**config.mk**
```make
export PLATFORM = sky130hd
export DESIGN_NAME = fir_tdm_core
export DESIGN_NICKNAME = d
export VERILOG_FILES = /design/src/rtl/fir_tdm_pkg.sv /design/src/rtl/fir_tdm_mac.sv /design/src/rtl/fir_tdm_core.sv
export SDC_FILE = /design/constraint.sdc
export NUM_CORES = 1
export LEC_CHECK = 0
export CAP_MARGIN = 10
export CORE_ASPECT_RATIO = 0.6
export CORE_UTILIZATION = 45
export DETAILED_ROUTE_END_ITERATION = 10
export GPL_TIMING_DRIVEN = 0
export PLACE_DENSITY = 0.73
export SLEW_MARGIN = 20
export SYNTH_ARGS = -nofsm -noshare
export SYNTH_HDL_FRONTEND = slang
export SYNTH_SLANG_ARGS = --single-unit
```
**constraint.sdc**
```tcl
create_clock -name clk -period 16.6 [get_ports clk]
set_input_delay 3.32 -clock clk [delete_from_list [all_inputs] [get_ports clk]]
set_output_delay 3.32 -clock clk [all_outputs]
set_load 0.02 [all_outputs]
```
**src/rtl/fir_tdm_pkg.sv**
```systemverilog
`default_nettype none
// ============================================================================
//  Module      : fir_tdm_pkg
//  Description : Shared types and width helpers for the time-multiplexed FIR
//                (controller state encoding, ceil-log2, accumulator width).
//  Revision    : 1.0 - initial release
// ============================================================================
package fir_tdm_pkg;

   typedef enum logic [1:0] {
      IDLE = 2'd0,
      LOAD = 2'd1,
      MAC  = 2'd2
   } state_t;

   // Ceiling log2; returns 0 for a value of 1.
   function automatic int clog2(input int value);
      int r;
      r = 0;
      for (int i = 0; i < 31; i++) begin
         if ((1 << i) < value) r = i + 1;
      end
      return r;
   endfunction

   // Accumulator must hold TAPS full-precision products without overflow.
   function automatic int acc_width(input int data_w, input int coef_w, input int taps);
      return data_w + coef_w + clog2(taps);
   endfunction

endpackage
`default_nettype wire

```
**src/rtl/fir_tdm_mac.sv**
```systemverilog
`default_nettype none
// ============================================================================
//  Module      : fir_tdm_mac
//  Description : Shared signed multiplier-accumulator and output stage of the
//                FIR. The final sum is arithmetically shifted right by SHIFT
//                and either wrapped to OUT_W bits or, when FIR_SAT_EN is
//                defined, saturated to the signed OUT_W range.
//  Macro       : FIR_SAT_EN (optional saturation of the output value)
//  Revision    : 1.0 - initial release
// ============================================================================
module fir_tdm_mac
   import fir_tdm_pkg::*;
#(
   parameter int DATA_W = 8,
   parameter int COEF_W = 8,
   parameter int ACC_W  = 18,
   parameter int OUT_W  = 11,
   parameter int SHIFT  = 7
) (
   input  logic              clk,
   input  logic              rst_n,
   input  logic              clr,
   input  logic              en,
   input  logic              last,
   input  logic [DATA_W-1:0] x_in,
   input  logic [COEF_W-1:0] c_in,
   output logic [OUT_W-1:0]  out_data
);

   localparam int PROD_W = DATA_W + COEF_W;
   localparam int EXT_W  = (ACC_W > OUT_W) ? ACC_W : OUT_W;

`ifdef FIR_SAT_EN
   localparam logic signed [EXT_W-1:0] SAT_MAX = {{(EXT_W-OUT_W+1){1'b0}}, {(OUT_W-1){1'b1}}};
   localparam logic signed [EXT_W-1:0] SAT_MIN = ~SAT_MAX;
`endif

   logic signed [PROD_W-1:0] prod;
   logic signed [ACC_W-1:0]  sum;
   logic signed [ACC_W-1:0]  shifted;
   logic signed [EXT_W-1:0]  shifted_ext;
   logic [OUT_W-1:0]         result;
   logic signed [ACC_W-1:0]  acc_q, acc_d;
   logic [OUT_W-1:0]         out_data_q, out_data_d;

   // Product, running sum and output formatting of the final sum.
   always_comb begin
      prod        = $signed(x_in) * $signed(c_in);
      sum         = acc_q + ACC_W'(prod);
      shifted     = sum >>> SHIFT;
      shifted_ext = EXT_W'(shifted);
`ifdef FIR_SAT_EN
      if (shifted_ext > SAT_MAX) begin
         result = OUT_W'(SAT_MAX);
      end else if (shifted_ext < SAT_MIN) begin
         result = OUT_W'(SAT_MIN);
      end else begin
         result = OUT_W'(shifted_ext);
      end
`else
      result = OUT_W'(shifted_ext);
`endif
      acc_d      = acc_q;
      out_data_d = out_data_q;
      if (clr) begin
         acc_d = '0;
      end else if (en) begin
         acc_d = sum;
         if (last) out_data_d = result;
      end
   end

   // Accumulator and output holding register.
   always_ff @(posedge clk or negedge rst_n) begin
      if (!rst_n) begin
         acc_q      <= '0;
         out_data_q <= '0;
      end else begin
         acc_q      <= acc_d;
         out_data_q <= out_data_d;
      end
   end

   assign out_data = out_data_q;

endmodule
`default_nettype wire

```
**src/rtl/fir_tdm_core.sv**
```systemverilog
`default_nettype none
// ============================================================================
//  Module      : fir_tdm_core
//  Description : Time-multiplexed signed FIR filter. One MAC per clock walks
//                all TAPS per sample; coefficients load through a burst;
//                valid/ready handshakes on input and output.
//  Macro       : FIR_SAT_EN (saturating output, handled in fir_tdm_mac)
//  Revision    : 1.0 - initial release
// ============================================================================
module fir_tdm_core
   import fir_tdm_pkg::*;
#(
   parameter int DATA_W = 8,
   parameter int COEF_W = 8,
   parameter int TAPS   = 4,
   parameter int OUT_W  = 11,
   parameter int SHIFT  = 7
) (
   input  logic              clk,
   input  logic              rst_n,
   input  logic              in_valid,
   output logic              in_ready,
   input  logic [DATA_W-1:0] in_data,
   input  logic              coef_start,
   input  logic              coef_valid,
   input  logic [COEF_W-1:0] coef_data,
   output logic              busy,
   output logic              out_valid,
   input  logic              out_ready,
   output logic [OUT_W-1:0]  out_data
);

   localparam int              ACC_W    = acc_width(DATA_W, COEF_W, TAPS);
   localparam int              IDX_W    = clog2(TAPS);
   localparam logic [IDX_W-1:0] LAST_IDX = IDX_W'(TAPS - 1);

   state_t            state_q, state_d;
   logic [IDX_W-1:0]  idx_q, idx_d;
   logic [IDX_W-1:0]  wptr_q, wptr_d;
   logic [DATA_W-1:0] x_q [TAPS];
   logic [DATA_W-1:0] x_d [TAPS];
   logic [COEF_W-1:0] c_q [TAPS];
   logic [COEF_W-1:0] c_d [TAPS];
   logic              out_valid_q, out_valid_d;
   logic              accept;
   logic              mac_en;
   logic              mac_last;

   // Controller: next state, delay line, coefficient bank and handshakes.
   always_comb begin
      state_d     = state_q;
      idx_d       = idx_q;
      wptr_d      = wptr_q;
      x_d         = x_q;
      c_d         = c_q;
      out_valid_d = out_valid_q && !out_ready;
      accept      = 1'b0;
      mac_en      = 1'b0;
      mac_last    = (idx_q == LAST_IDX);
      // A new sample only starts if the result slot is free or being freed.
      in_ready    = (state_q == IDLE) && !coef_start && (!out_valid_q || out_ready);
      case (state_q)
         IDLE: begin
            if (coef_start) begin
               state_d = LOAD;
               wptr_d  = '0;
            end else if (in_valid && in_ready) begin
               accept = 1'b1;
               x_d[0] = in_data;
               for (int k = 1; k < TAPS; k++) begin
                  x_d[k] = x_q[k-1];
               end
               idx_d   = '0;
               state_d = MAC;
            end
         end
         LOAD: begin
            if (coef_valid) begin
               c_d[wptr_q] = coef_data;
               wptr_d      = wptr_q + 1'b1;
               if (wptr_q == LAST_IDX) state_d = IDLE;
            end
         end
         MAC: begin
            mac_en = 1'b1;
            idx_d  = idx_q + 1'b1;
            if (mac_last) begin
               idx_d       = '0;
               out_valid_d = 1'b1;
               state_d     = IDLE;
            end
         end
         default: state_d = IDLE;
      endcase
   end

   // State, pointers, delay line, coefficients and output-valid registers.
   always_ff @(posedge clk or negedge rst_n) begin
      if (!rst_n) begin
         state_q     <= IDLE;
         idx_q       <= '0;
         wptr_q      <= '0;
         out_valid_q <= 1'b0;
         for (int k = 0; k < TAPS; k++) begin
            x_q[k] <= '0;
            c_q[k] <= '0;
         end
      end else begin
         state_q     <= state_d;
         idx_q       <= idx_d;
         wptr_q      <= wptr_d;
         out_valid_q <= out_valid_d;
         x_q         <= x_d;
         c_q         <= c_d;
      end
   end

   fir_tdm_mac #(
      .DATA_W (DATA_W),
      .COEF_W (COEF_W),
      .ACC_W  (ACC_W),
      .OUT_W  (OUT_W),
      .SHIFT  (SHIFT)
   ) u_mac (
      .clk      (clk),
      .rst_n    (rst_n),
      .clr      (accept),
      .en       (mac_en),
      .last     (mac_last),
      .x_in     (x_q[idx_q]),
      .c_in     (c_q[idx_q]),
      .out_data (out_data)
   );

   assign busy      = (state_q != IDLE);
   assign out_valid = out_valid_q;

endmodule
`default_nettype wire

```
==> impl_metrics.csv, run 1 <==
group,metric,value,unit
cts,h-tree-depth,3,
worst_setup_path,crit_fanout,3,
sta,min_period,8.00,ns
sta,worst_slew_pin_slew,0.734,ns
floorplanning,core_area,0.0164,sq mm
finish,mostFrequentLayoutCell,"inv_1",
worst_setup_path,cpMostUsedCell,"clkdlybuf4s50_1",
worst_hold_path,min_from,"u_mac.out_data[10]",
sta,hold-worst-slack,0.479,ns
worst_setup_path,required,13.28,ns
floorplanning,dieArea,0.0176,sq mm
sta,max_freq,125,MHz
sta,rsz0062_at_grt,"no",
finish,diodes,0,
place,dp_hpwl,12.8,mm
cts,clk_latency,0.36,ns
global_route,grtUsageTotal,21.3,%
sta,setup_viol,0,
yosys,syn_area,0.00766,sq mm
yosys,synth-edff-count,0,
drt,drc,0,
yosys,synth-adder-area-share,28.6,%
cts,clk_pin_slew,0.07,ns
worst_setup_path,crit_start,"coef_start",
yosys,synth_xor_area_share,1.83,%
sta,slew_headroom,51.1,%
finish,n_fill_cell,1417,
floorplanning,io_pins,36,
cts,cts_hold_buf,0,
drt,routed_wl,16.5,mm
worst_setup_path,worstPathCellList,"clkdlybuf4s50_1 -> nor3_4 -> clkdlybuf4s50_1",
cts,tritoncts,"yes",
floorplanning,die_h,103,um
drt,vias,4973,
drt,ant_nets,0,
place,io_buffers,35,
drt,first_iter_violations,301,
worst_setup_path,path_buf_inv,2,
worst_setup_path,reg2reg_slack,9.95,ns
worst_setup_path,cpLargestDelayFamily,"buffers and inverters",
yosys,ys_types,53,
yosys,syn_inst,667,
floorplanning,rows,36,
drt,first_pass_iters,5,
yosys,synth_top_family_by_area,"adder cells",
sta,fin_setup_tns,0,ns
place,gp_congestion,0.859,
floorplanning,initial_utilization,46.6,%
worst_setup_path,path_class,"input pin to primary output",
worst_setup_path,r2r_start,"idx_q[1]",
global_route,antenna_found_initial,0,
yosys,yosys.area_share.simple,10.0,%
yosys,synth_mux_area_share,14.9,%
cts,postCtsSetupRepairBufs,0,
finish,syn_to_final_growth,12.7,%
finish,final_core_util,52.5,%
run,drv_cap,0,
sta,clock-skew-final,0.0134,ns
place,placed_cell_area,0.00833,sq mm
finish,most-common-layout-cells,"inv_1 (101), dfrtp_1 (100), fa_1 (80)",
worst_setup_path,cp_slowest_cell,"clkdlybuf4s50_1",
drt,via_per_inst,5.26,
yosys,async_reset_ff_share,100,%
worst_setup_path,arrival,4.68,ns
sta,period_share,48.2,%
worst_setup_path,end_kind,"primary output",
cts,cts_buffers,9,
yosys,yosysWarnings,0,
worst_hold_path,hold_path.class,"flip-flop to flip-flop",
finish,drive_gt1_share,14.1,%
finish,design_area,0.00863,sq mm
yosys,ys_ff_latch,100,
global_route,grt_max_degree,78,
cts,cts-root-buf,"clkbuf_16",
finish,final_nets,863,
drt,routedWlPerCell,17.5,um
global_route,grt_pass1_wl,27.9,mm
yosys,synth_flop_cell,"dfrtp_1",
yosys,synth_compound_area_share,5.70,%
yosys,ys_seq_area_share,32.7,%
worst_setup_path,max_stage_delay,0.64,ns
global_route,first_global_vias,5080,
yosys,syn_nets,816,
floorplanning,die_x,170,um
cts,clock_sinks,100,
yosys,avgSynthCellArea,11.5,sq um
cts,clockBufferDepth,2,
worst_setup_path,start_kind,"input pin",
global_route,grt_overflow,0,
cts,ctsResizeCount,0,
run_status,status,"finished clean",
sta,drv_slew,0,
sta,hold_violations,0,
[state kept, by name (all words and copies together) (netlist names)]
| name | cells |
|---|---|
| idx_q | 2 |
| state_q | 2 |
| u_mac.acc_q | 18 |
| u_mac.out_data | 11 |
| x_q | 32 |
| c_q | 32 |
| out_valid | 1 |
| wptr_q | 2 |
[worst register-to-register path: cells and delay by family (launching register included)]
family,cells,cell delay [ns]
buffers and inverters,5,1.16
adders and majority gates,6,2.64
AOI/OAI and AO/OA,4,1.45
and+or+nand+nor,3,0.38
DFF,1,0.35
muxes,1,0.55
[Yosys cell counts, types with 7 or more instances]
library cell    n  area [sq um]
o21ai_0        24           120
mux4_2         15           338
xor2_1          7          61.3
nor2_1          9          33.8
inv_1         101           379
mux2_2         43           484
and2_1         34           213
nand2_1        66           248
fa_1           80          1600
nor3_1          7          35.0
ha_1           47           588
nand3_1        20           100
a21oi_1         9          45.0
mux2_4         14           210
dfrtp_1       100          2500
xnor2_1         9          78.8
clkbuf_1        8          30.0
mux2_1          8          90.1
[worst paths after layout]
| path | endpoint | cells past startpoint |
|---|---|---|
| worst min-delay path | u_mac.out_data[10] | 2 |
| max in group asynchronous | u_mac.acc_q[13] | 2 |
| worst max register to register | u_mac.acc_q[16] | 19 |
| worst min register to register | u_mac.out_data[10] | 2 |
| min in group asynchronous | x_q[26] | 1 |
| worst max-delay path | in_ready | 3 |
[routing by layer]
metal	wire, um	global-route usage (%)
met1	8660	33.5
met2	6540	29.4
met3	1210	4.99
met4	116	4.23
met5	0	0
[logic make-up after synthesis]
kind of cell    count (synthesis)
buf+inv                       119
mux                            82
simple gates                  156
flops                         100
xor+xnor                       16
fa+ha+maj                     127
compound gates                 67
[layout make-up]
class                      count  area (sq um)  share of cell area [%]
buffer                        18           105                    1.22
clock inverter                 6          82.6                   0.956
clock buffer                   9           225                    2.61
sequential                   100          2500                    29.0
inverter                     101           379                    4.39
tap                          228           285                    3.30
timing repair buffer          36           379                    4.39
multi-input combinational    448          4680                    54.2
[stage by stage]
| step | setup slack [ns] | std cells |
|---|---|---|
| after CTS | 8.58 | 946 |
| after detailed placement | 8.59 | 931 |
| after global routing | 8.55 | 946 |
| after floorplan | 9.67 | 667 |
| after global placement | 8.38 | 930 |
| final | 8.60 | 946 |
Power of run 1 is not shown: default switching activity piles up to over one toggle a cycle in this logic, so the estimate is an artifact.
==> run 2, diff against run 1 <==
--- a/config.mk
+++ b/config.mk
@@ -10,7 +10,7 @@
 export CORE_UTILIZATION = 45
 export DETAILED_ROUTE_END_ITERATION = 10
 export GPL_TIMING_DRIVEN = 0
-export PLACE_DENSITY = 0.73
+export PLACE_DENSITY = 0.76
 export SLEW_MARGIN = 20
 export SYNTH_ARGS = -nofsm -noshare
 export SYNTH_HDL_FRONTEND = slang
==> constraint.sdc (replaced) <==
create_clock -name clk -period 7.2 [get_ports clk]
set_input_delay 1.44 -clock clk [delete_from_list [all_inputs] [get_ports clk]]
set_output_delay 1.44 -clock clk [all_outputs]
set_load 0.02 [all_outputs]
==> run 2 against run 1 <==
Effect of this change:
- flip-flop and latch count did not move
- utilization barely moved
- via count rose by 1.9%
- hold slack improved by 0.0018 ns
- global-route usage rose by 0.36 points
- highest routed layer unchanged
- critical path depth rose by 16
==> impl_metrics.csv, run 2 (synthesized netlist as in run 1, its figures left out) <==
group,metric,value,unit
worst_setup_path,cp_slowest_cell,"buf_1",
worst_setup_path,max_stage_delay,0.62,ns
sta,rsz0062_at_grt,"no",
drt,vias,5069,
finish,drive_gt1_share,14.2,%
drt,routedWlPerCell,17.6,um
drt,routed_wl,16.7,mm
sta,slew_headroom,49.5,%
global_route,grt_overflow,0,
finish,syn_to_final_growth,12.8,%
drt,via_per_inst,5.35,
place,dp_cells,931,
worst_setup_path,cpMostUsedCell,"fa_1",
sta,drv_slew,0,
cts,clk_latency,0.36,ns
worst_setup_path,path_class,"flip-flop to flip-flop",
finish,regArea,0.00250,sq mm
sta,max_freq,150,MHz
finish,multiInputGateArea,0.00468,sq mm
finish,final_core_util,52.6,%
sta,hold-worst-slack,0.481,ns
drt,drc,0,
cts,clk_pin_slew,0.09,ns
cts,tritoncts,"yes",
worst_setup_path,crit_start,"idx_q[1]",
sta,clock-skew-final,0.0124,ns
floorplanning,rows,36,
global_route,grt_max_degree,79,
finish,n_fill_cell,1420,
place,gp_congestion,0.895,
finish,fin_cells,947,
place,io_buffers,35,
drt,wirelength_met1,8.50,mm
global_route,antenna_found_initial,0,
worst_setup_path,arrival,6.90,ns
run_status,status,"finished clean",
worst_setup_path,worstPathCellList,"buf_2 -> buf_1 -> mux4_2 -> nand2_1 -> inv_1 -> fa_1 -> inv_1 -> fa_1 -> inv_1 -> fa_1 -> fa_1 -> ha_1 -> ha_1 -> a21oi_1 -> o21ai_0 -> a21oi_1 -> nor3_1 -> a221oi_1 -> nand3_1",
place,dp_hpwl,13.0,mm
floorplanning,core_area,0.0164,sq mm
sta,setup_viol,0,
worst_setup_path,cpLargestDelayFamily,"adder cells",
drt,ant_nets,0,
drt,wl_met3,1.27,mm
drt,route.met2.wl,6.77,mm
worst_setup_path,r2r_end,"u_mac.acc_q[16]",
cts,postCtsSetupRepairBufs,0,
worst_setup_path,path_buf_inv,5,
global_route,grt_pass1_wl,28.4,mm
run,drv_cap,0,
worst_setup_path,crit_cells,19,
finish,reg.largest.list,"c_q x32, x_q x32, u_mac.acc_q x18",
finish,most-common-layout-cells,"inv_1 (101), dfrtp_1 (100), fa_1 (80)",
floorplanning,die_x,170,um
global_route,grtUsageTotal,21.6,%
floorplanning,io_pins,36,
worst_setup_path,crit_fanout,10,
worst_setup_path,r2r.worst_path.cells,19,
worst_setup_path,r2r_start,"idx_q[1]",
sta,min_period,6.66,ns
sta,hold_violations,0,
floorplanning,initial_utilization,46.6,%
cts,ctsResizeCount,0,
cts,cts_hold_buf,0,
worst_hold_path,hold_path.class,"flip-flop to flip-flop",
cts,clock_sinks,100,
drt,first_pass_iters,5,
worst_setup_path,start_kind,"flip-flop",
sta,fin_setup_tns,0,ns
sta,worst_slew_pin_slew,0.757,ns
worst_setup_path,worstSetupEndpoint,"u_mac.acc_q[16]",
finish,mostFrequentLayoutCell,"inv_1",
worst_setup_path,reg2reg_slack,0.54,ns
worst_setup_path,end_kind,"flip-flop",
cts,h-tree-depth,3,
drt,highest_layer,"met4",
cts,clockBufferDepth,2,
cts,cts_buffers,9,
finish,diodes,0,
drt,first_iter_violations,330,
global_route,first_global_vias,5210,
floorplanning,dieArea,0.0176,sq mm
cts,cts-root-buf,"clkbuf_16",
floorplanning,die_h,103,um
finish,final_nets,863,
sta,period_share,92.5,%
worst_setup_path,required,7.44,ns
run 2: cell count changes in the layout (fill, tap and decap cells not counted):
cell and delta:
bufinv_16 -1, inv_8 -1, clkinv_8 +3
run 2: worst min-delay path: stages, from the launching register on:
cell and delay, ns:
dfrtp_1 0.34, nand2_1 0.04, o21ai_0 0.06
run 2: worst min-delay path by stage:
| stage | from | endpoint | slack, ns | cells after the start |
|---|---|---|---|---|
| floorplan | x_q[0] | x_q[0] | 0.46 | 1 |
| global placement | u_mac.out_data[10] | u_mac.out_data[10] | 0.47 | 2 |
| detailed placement | u_mac.out_data[8] | u_mac.out_data[8] | 0.47 | 2 |
| CTS | u_mac.out_data[8] | u_mac.out_data[8] | 0.49 | 2 |
| global route | u_mac.out_data[4] | u_mac.out_data[4] | 0.52 | 2 |
| finish | u_mac.out_data[8] | u_mac.out_data[8] | 0.48 | 2 |
run 2: routing by layer:
| metal | global-route usage (%) | vias to the layer above |
|---|---|---|
| met3 | 5.41 | 18 |
| met1 | 33.9 | 2594 |
| met4 | 3.81 | 0 |
| li1 | - | 2301 |
| met2 | 30.2 | 156 |
| met5 | 0 | - |
run 2: final cells by class:
| class | instances | share of cell area [%] |
|---|---|---|
| tap | 228 | 3.30 |
| sequential | 100 | 29.0 |
| inverter | 101 | 4.39 |
| buffer | 18 | 1.22 |
| timing repair buffer | 36 | 4.39 |
| clock inverter | 7 | 1.04 |
| clock buffer | 9 | 2.61 |
| multi-input combinational | 448 | 54.1 |
run 2: metrics by stage:
step	instance area (sq um)	setup WS [ns]
6_report	8640	0.541
5_1_grt	8640	0.223
4_1_cts	8640	0.673
3_5_place_dp	8330	0.750
3_3_place_gp	8300	0.830
2_1_floorplan	7660	1.66
Power of run 2 is left out for the same reason.
==> run 3, diff against run 2 <==
--- a/config.mk
+++ b/config.mk
@@ -9,9 +9,9 @@
 export CORE_ASPECT_RATIO = 0.6
 export CORE_UTILIZATION = 45
 export DETAILED_ROUTE_END_ITERATION = 10
+export DONT_BUFFER_PORTS = 1
 export GPL_TIMING_DRIVEN = 0
-export PLACE_DENSITY = 0.76
-export SLEW_MARGIN = 20
+export PLACE_DENSITY = 0.73
 export SYNTH_ARGS = -nofsm -noshare
 export SYNTH_HDL_FRONTEND = slang
 export SYNTH_SLANG_ARGS = --single-unit
==> constraint.sdc (replaced) <==
create_clock -name clk -period 7.2 [get_ports clk]
set_input_delay 1.44 -clock clk [delete_from_list [all_inputs] [get_ports clk]]
set_output_delay 1.44 -clock clk [all_outputs]
set_load 0.05 [all_outputs]
==> run 3 against run 2 <==
Effect of this change:
- routed wire length up 2.3%
- global-route usage down 0.24 points
- clock skew down 0.0016 ns
- count of clock-buffer cells in the layout up 1
- cell area down 4.4%
- die area unchanged
- critical path depth unchanged
- cell count down 3.8%
- critical path type unchanged
- critical endpoint unchanged
- largest cell class unchanged
==> impl_metrics.csv, run 3 (synthesized netlist as in run 1, its figures left out) <==
group,metric,value,unit
worst_setup_path,r2r_start,"idx_q[1]",
worst_setup_path,crit_start,"idx_q[1]",
sta,hold_violations,0,
cts,cts_hold_buf,0,
drt,ant_nets,0,
sta,period_share,94.5,%
floorplanning,die_x,170,um
sta,max_freq,147,MHz
worst_setup_path,path_class,"flip-flop to flip-flop",
cts,ctsResizeCount,0,
sta,rsz0062_at_grt,"no",
cts,clockBufferDepth,2,
floorplanning,die_h,103,um
run_status,status,"finished clean",
drt,first_iter_violations,249,
floorplanning,core_area,0.0164,sq mm
sta,worst_slew_pin_slew,0.768,ns
finish,reg.largest.list,"c_q x32, x_q x32, u_mac.acc_q x18",
place,dp_hpwl,13.3,mm
sta,slew_headroom,48.8,%
global_route,grtUsageTotal,21.4,%
floorplanning,dieArea,0.0176,sq mm
drt,first_pass_iters,4,
finish,most-common-layout-cells,"inv_1 (101), dfrtp_1 (100), fa_1 (80)",
place,io_buffers,0,
finish,diodes,0,
place,gp_congestion,0.904,
drt,drc,0,
cts,clk_latency,0.35,ns
finish,drive_gt1_share,14.5,%
worst_hold_path,min_from,"x_q[0]",
cts,clock_sinks,100,
cts,postCtsSetupRepairBufs,0,
floorplanning,initial_utilization,46.6,%
sta,setup_viol,0,
sta,drv_slew,0,
cts,cts-root-buf,"clkbuf_16",
finish,final_nets,827,
worst_setup_path,start_kind,"flip-flop",
drt,routed_wl,17.1,mm
global_route,antenna_found_initial,0,
drt,routedWlPerCell,18.7,um
cts,clk_pin_slew,0.08,ns
sta,clock-skew-final,0.0108,ns
sta,fin_setup_tns,0,ns
sta,min_period,6.80,ns
global_route,grt_max_degree,101,
worst_setup_path,end_kind,"flip-flop",
cts,cts_buffers,9,
finish,syn_to_final_growth,7.79,%
global_route,grt_overflow,0,
drt,via_per_inst,5.49,
finish,mostFrequentLayoutCell,"inv_1",
run,drv_cap,0,
worst_setup_path,required,7.43,ns
floorplanning,io_pins,36,
global_route,first_global_vias,5321,
global_route,grt_pass1_wl,28.3,mm
cts,tritoncts,"yes",
sta,hold-worst-slack,0.492,ns
worst_hold_path,hold_path.class,"flip-flop to flip-flop",
drt,vias,5004,
floorplanning,rows,36,
worst_setup_path,crit_fanout,10,
worst_setup_path,arrival,7.03,ns
cts,h-tree-depth,3,
[run 3: cell types whose count changed in the layout (fill, tap and decap cells not counted)]
cell,delta
buf_16,-1
clkinv_8,-3
clkbuf_1,+1
inv_8,+1
bufinv_16,+1
buf_6,-1
clkdlybuf4s50_1,-34
clkinv_4,+1
inv_6,-1
[run 3: final cells by class]
| cell class | instances | area, sq um |
|---|---|---|
| fill | 1409 | 8180 |
| multi-input combinational | 448 | 4680 |
| sequential | 100 | 2500 |
| inverter | 101 | 379 |
| tap | 228 | 285 |
| clock buffer | 10 | 229 |
| buffer | 18 | 105 |
| clock inverter | 6 | 82.6 |
[run 3: final timing paths]
check / to / slack, ns / cells after the start
max in group asynchronous: u_mac.out_data[4] / 6.22 / 0
min in group asynchronous: x_q[26] / 0.78 / 0
worst max-delay path: u_mac.acc_q[16] / 0.40 / 19
worst min register to register: x_q[0] / 0.49 / 1
worst max register to register: u_mac.acc_q[16] / 0.40 / 19
worst min-delay path: x_q[0] / 0.49 / 1
[run 3: worst max-delay path, stage by stage (launching register included)]
cell	delay, ns
dfrtp_1	0.36
buf_2	0.29
buf_1	0.63
mux4_2	0.54
nand2_1	0.20
inv_1	0.09
fa_1	0.53
inv_1	0.13
fa_1	0.52
inv_1	0.06
fa_1	0.49
fa_1	0.45
ha_1	0.30
ha_1	0.36
a21oi_1	0.58
o21ai_0	0.16
a21oi_1	0.53
nor3_1	0.09
a221oi_1	0.23
nand3_1	0.12
[run 3: layer usage]
layer	global-route usage, %	share of wire, %	vias up	wire length, um
li1	-	-	2229	-
met1	30.5	48	2574	8110
met2	32.2	43	181	7410
met3	6.41	7.9	20	1350
met4	5.06	1.2	0	200
met5	0	0	-	0
[run 3: per-stage QoR]
stage                     setup slack [ns]  utilization (%)  std cells  area, sq um
after floorplan                       1.66                -        667         7660
after global placement               0.751             48.3        895         7950
after detailed placement             0.622             48.3        895         7950
after CTS                            0.589             50.2        911         8260
after global routing                0.0825             50.2        911         8260
final                                0.398             50.2        911         8260
Power of run 3 is left out for the same reason.
==> patch 1 (flow settings as in run 3) <==
Add a define of `FIR_SAT_EN`.
--- a/src/rtl/fir_tdm_mac.sv
+++ b/src/rtl/fir_tdm_mac.sv
@@ -10,2 +10,4 @@
 // ============================================================================
+`define FIR_SAT_EN
+
 module fir_tdm_mac
Check against the original RTL: same outputs for any inputs over 10 cycles, from zero or initial values and one cycle with rst_n low; that may be too few to reach the edited logic, so the function may still have changed.
==> patch 1 against run 3 <==
  * Global-route usage shrank 0.20 points
  * Count of clock-buffer cells in the layout shrank 1
  * Wire length shrank 5.1%
  * Critical endpoint is now u_mac.acc_q[14]
  * Sequential cell count is the same
  * Largest cell class unchanged
  * Cell area shrank 2.4%
  * Critical path depth shrank 2
  * First-iteration DRC count grew 47%
  * Non-clock buffer count grew 1
  * Worst setup slack gained 290 ps
  * Area after synthesis shrank 2.3%
Power is left out: the tool's default activity adds up to more than one toggle a clock period on the data nets, which glitch-free logic cannot reach.
==> patch 1: results <==
[critical_path]
rrSetupSlack_ps = 690

[sta]
skew_ps = 12.92
worstMarginPinSlew_ps = 998.3
min_period_over_period_pct = 90.42

[synth]
synth_area_leaders = dfrtp_1 33%, fa_1 21%, mux2_2 9.0%, ha_1 7.9%, inv_1 4.6%
yosysUniqueCellTypes = 49
yosys-top-cells-count = 100 x dfrtp_1, 91 x inv_1, 80 x fa_1, 60 x mux2_2, 57 x nand2_1
syn_nets = 788
synth-seq-area-share_pct = 33.43
syn_inst = 639

[final_layout]
nets = 799
num-fill-cells = 1407
final_layout_size_suffix_gt1_share_pct = 16.49
finalNonFillerCells = 883

[grt]
grt_pass1_wl_um = 27630
grt_pass1_vias = 5249
grt_use_total_pct = 21.18

[detailed_routing]
wl_um = 16210
first_iter_violations = 367
viasPerCell = 5.399

[status]
outcome = completed

[place]
dp_slack_ps = 735.7
dp_hpwl_um = 12680
place_area_um2 = 7771
dp.cells = 867
finalWeightedCongestion = 0.8501
## patch 1: layout make-up
type                    count  area share (%)
well taps                 228           3.538
flip-flops and latches    100           31.03
clock inverters             7          0.8379
inverters                  91           4.236
clock buffers               9           2.793
plain buffers              19           1.241
multi-input cells         429           56.32
## patch 1: path summary, 6_finish.rpt
| path | start | end | cells after the start |
|---|---|---|---|
| min in group asynchronous | rst_n | x_q[15] | 0 |
| worst min register to register | c_q[10] | c_q[10] | 1 |
| max in group asynchronous | rst_n | u_mac.out_data[3] | 0 |
| worst max register to register | idx_q[1] | u_mac.acc_q[14] | 17 |
| worst min-delay path | c_q[10] | c_q[10] | 1 |
| worst max-delay path | idx_q[1] | u_mac.acc_q[14] | 17 |
## patch 1: kinds of logic (layout without fill, tap and decap cells)
family          count (synthesis)  in the layout  share of synthesized area, %
xor+xnor                       16             16                         1.872
simple gates                  144            144                         9.728
fa+ha+maj                     127            127                         29.25
flops                         100            100                         33.43
mux                            82             82                         14.76
buf+inv                       110            126                         5.900
compound gates                 60             60                         5.065
## patch 1: per-layer routing
| metal | track usage [%] | up-vias | routed length [um] |
|---|---|---|---|
| li1 | - | 2134 | - |
| met1 | 30.63 | 2459 | 7654 |
| met2 | 32.40 | 157 | 7159 |
| met3 | 5.500 | 17 | 1250 |
| met4 | 4.545 | 0 | 142 |
| met5 | 0 | - | 0 |
## patch 1: per-stage QoR
| stage | utilization (%) | hold WS (ps) |
|---|---|---|
| floorplan | - | 458.7 |
| global placement | 47.79 | 470.0 |
| detailed placement | 47.79 | 482.9 |
| CTS | 49.59 | 501.7 |
| global route | 49.59 | 516.2 |
| finish | 49.59 | 499.3 |
==> patch 2 (config.mk and constraints of run 3) <==
Without the edit above. `out_data_q` no longer has a reset.
--- a/src/rtl/fir_tdm_mac.sv
+++ b/src/rtl/fir_tdm_mac.sv
@@ -76,7 +76,9 @@
          acc_q      <= '0;
-         out_data_q <= '0;
       end else begin
          acc_q      <= acc_d;
-         out_data_q <= out_data_d;
       end
+   end
+
+   always_ff @(posedge clk) begin
+      out_data_q <= out_data_d;
    end
Formal check against the unedited RTL: no difference found for any inputs over 10 cycles, from zero or initial values and one cycle with rst_n low; that may be too few to reach the edited logic, so the function may still have changed.
==> patch 2 against run 3 <==
  * Sequential share of layout area grew 0.96 points
  * Clock skew grew 9.1 ps
  * Non-clock buffer count shrank 1
  * Area after synthesis decreased by 1.1%
  * Count of clock-buffer cells in the layout is 1 lower
  * Sequential cell count stayed put
  * Critical endpoint is now u_mac.out_data[9]
  * Wire length fell by 3.3%
  * Final cell count fell by 3.2%
  * Worst setup slack better by 34 ps
  * Cell area shrank 0.94%
  * First-iteration DRC count rose by 22%
  * Die area shrank 1.1%
Power is left out: the tool's default activity adds up to more than one toggle a clock period on the data nets, which glitch-free logic cannot reach.
==> patch 2: results <==
[final_layout]
finalNonFillerCells = 882
nets = 797
final_layout_size_suffix_gt1_share_pct = 17.00
num-fill-cells = 1433

[critical_path]
critPathArrivalTime_ps = 6890
path_depth = 18
max_stage_delay_ps = 820
crit_slowest_cell = o311ai_0
reg2reg_depth = 18

[synth]
synth_area_leaders = dfrtp_1 29%, fa_1 21%, mux2_2 9.7%, ha_1 7.8%, inv_1 4.8%
synth-compound-area-share_pct = 5.268
yosysUniqueCellTypes = 52
synth-seq-area-share_pct = 33.75
synthMuxAreaShare_pct = 14.51
async_flop_share_pct = 89.00
yosys-top-cells-count = 97 x inv_1, 89 x dfrtp_1, 80 x fa_1, 65 x mux2_2, 52 x nand2_1
synth_area_per_cell_um2 = 11.90
synth-edff-count = 11
synth-adder-area-share_pct = 28.90

[grt]
antenna_found_initial = 1
grt_use_total_pct = 21.37
grt_pass1_wl_um = 28060
grt_pass1_vias = 5296
grt_max_degree = 90

[place]
finalWeightedCongestion = 0.8402
dp_hpwl_um = 12460
dp.cells = 865

[sta]
skew_ps = 19.92
worstMarginPinSlew_ps = 916.0

[clock_network]
clkLatencyLatePin_ps = 370
htree_num_levels = 3
ctsRootBufferMaster = clkbuf_16

[detailed_routing]
wl_um = 16510
first_iter_violations = 303

[status]
outcome = completed
-- patch 2: cell count changes after synthesis, moves of 11 or more --
cell / change
nand2_1: -14
o21ai_0: -16
edfxtp_1: +11
mux2_2: +22
dfrtp_1: -11
mux2_4: -14
-- patch 2: final timing paths --
kind	start	end	slack [ps]
max	idx_q[1]	u_mac.out_data[9]	430
min	x_q[0]	x_q[0]	500
max reg2reg	idx_q[1]	u_mac.out_data[9]	430
min reg2reg	x_q[0]	x_q[0]	500
max in group asynchronous	rst_n	x_q[2]	6280
min in group asynchronous	rst_n	u_mac.acc_q[17]	750
-- patch 2: layout make-up --
cell class	instances	area [um2]	share of cell area [%]
multi-input cells	423	4563	55.77
flip-flops and latches	100	2557	31.26
inverters	97	364.1	4.450
well taps	228	285.3	3.487
clock buffers	9	225.2	2.753
plain buffers	17	92.59	1.132
clock inverters	7	91.34	1.116
diodes	1	2.502	0.03059
-- patch 2: metal layers --
| metal | vias to the layer above | part of all wire [%] | track usage (%) |
|---|---|---|---|
| met5 | - | 0 | 0 |
| met4 | 0 | 1.4 | 4.990 |
| met3 | 26 | 7.9 | 5.643 |
| met2 | 134 | 45 | 33.52 |
| met1 | 2505 | 46 | 29.99 |
| li1 | 2132 | - | - |
-- patch 2: kinds of logic after synthesis --
logic type	Yosys count
adder cells (fa/ha/maj)	127
XOR/XNOR	19
flip-flops	100
AO/OA/AOI/OAI	54
multiplexers	83
buffers and inverters	114
AND/OR/NAND/NOR	140
-- patch 2: per-stage QoR --
stage / utilization [%] / hold slack, ps / instance area, um2 / setup slack (ps)
global placement: 48.09 / 480.4 / 7863 / 558.7
finish: 50.04 / 503.2 / 8182 / 432.3
CTS: 50.02 / 506.4 / 8179 / 480.7
global route: 50.02 / 516.9 / 8179 / 143.3
detailed placement: 48.09 / 485.2 / 7863 / 516.7
floorplan: - / 466.6 / 7577 / 1426
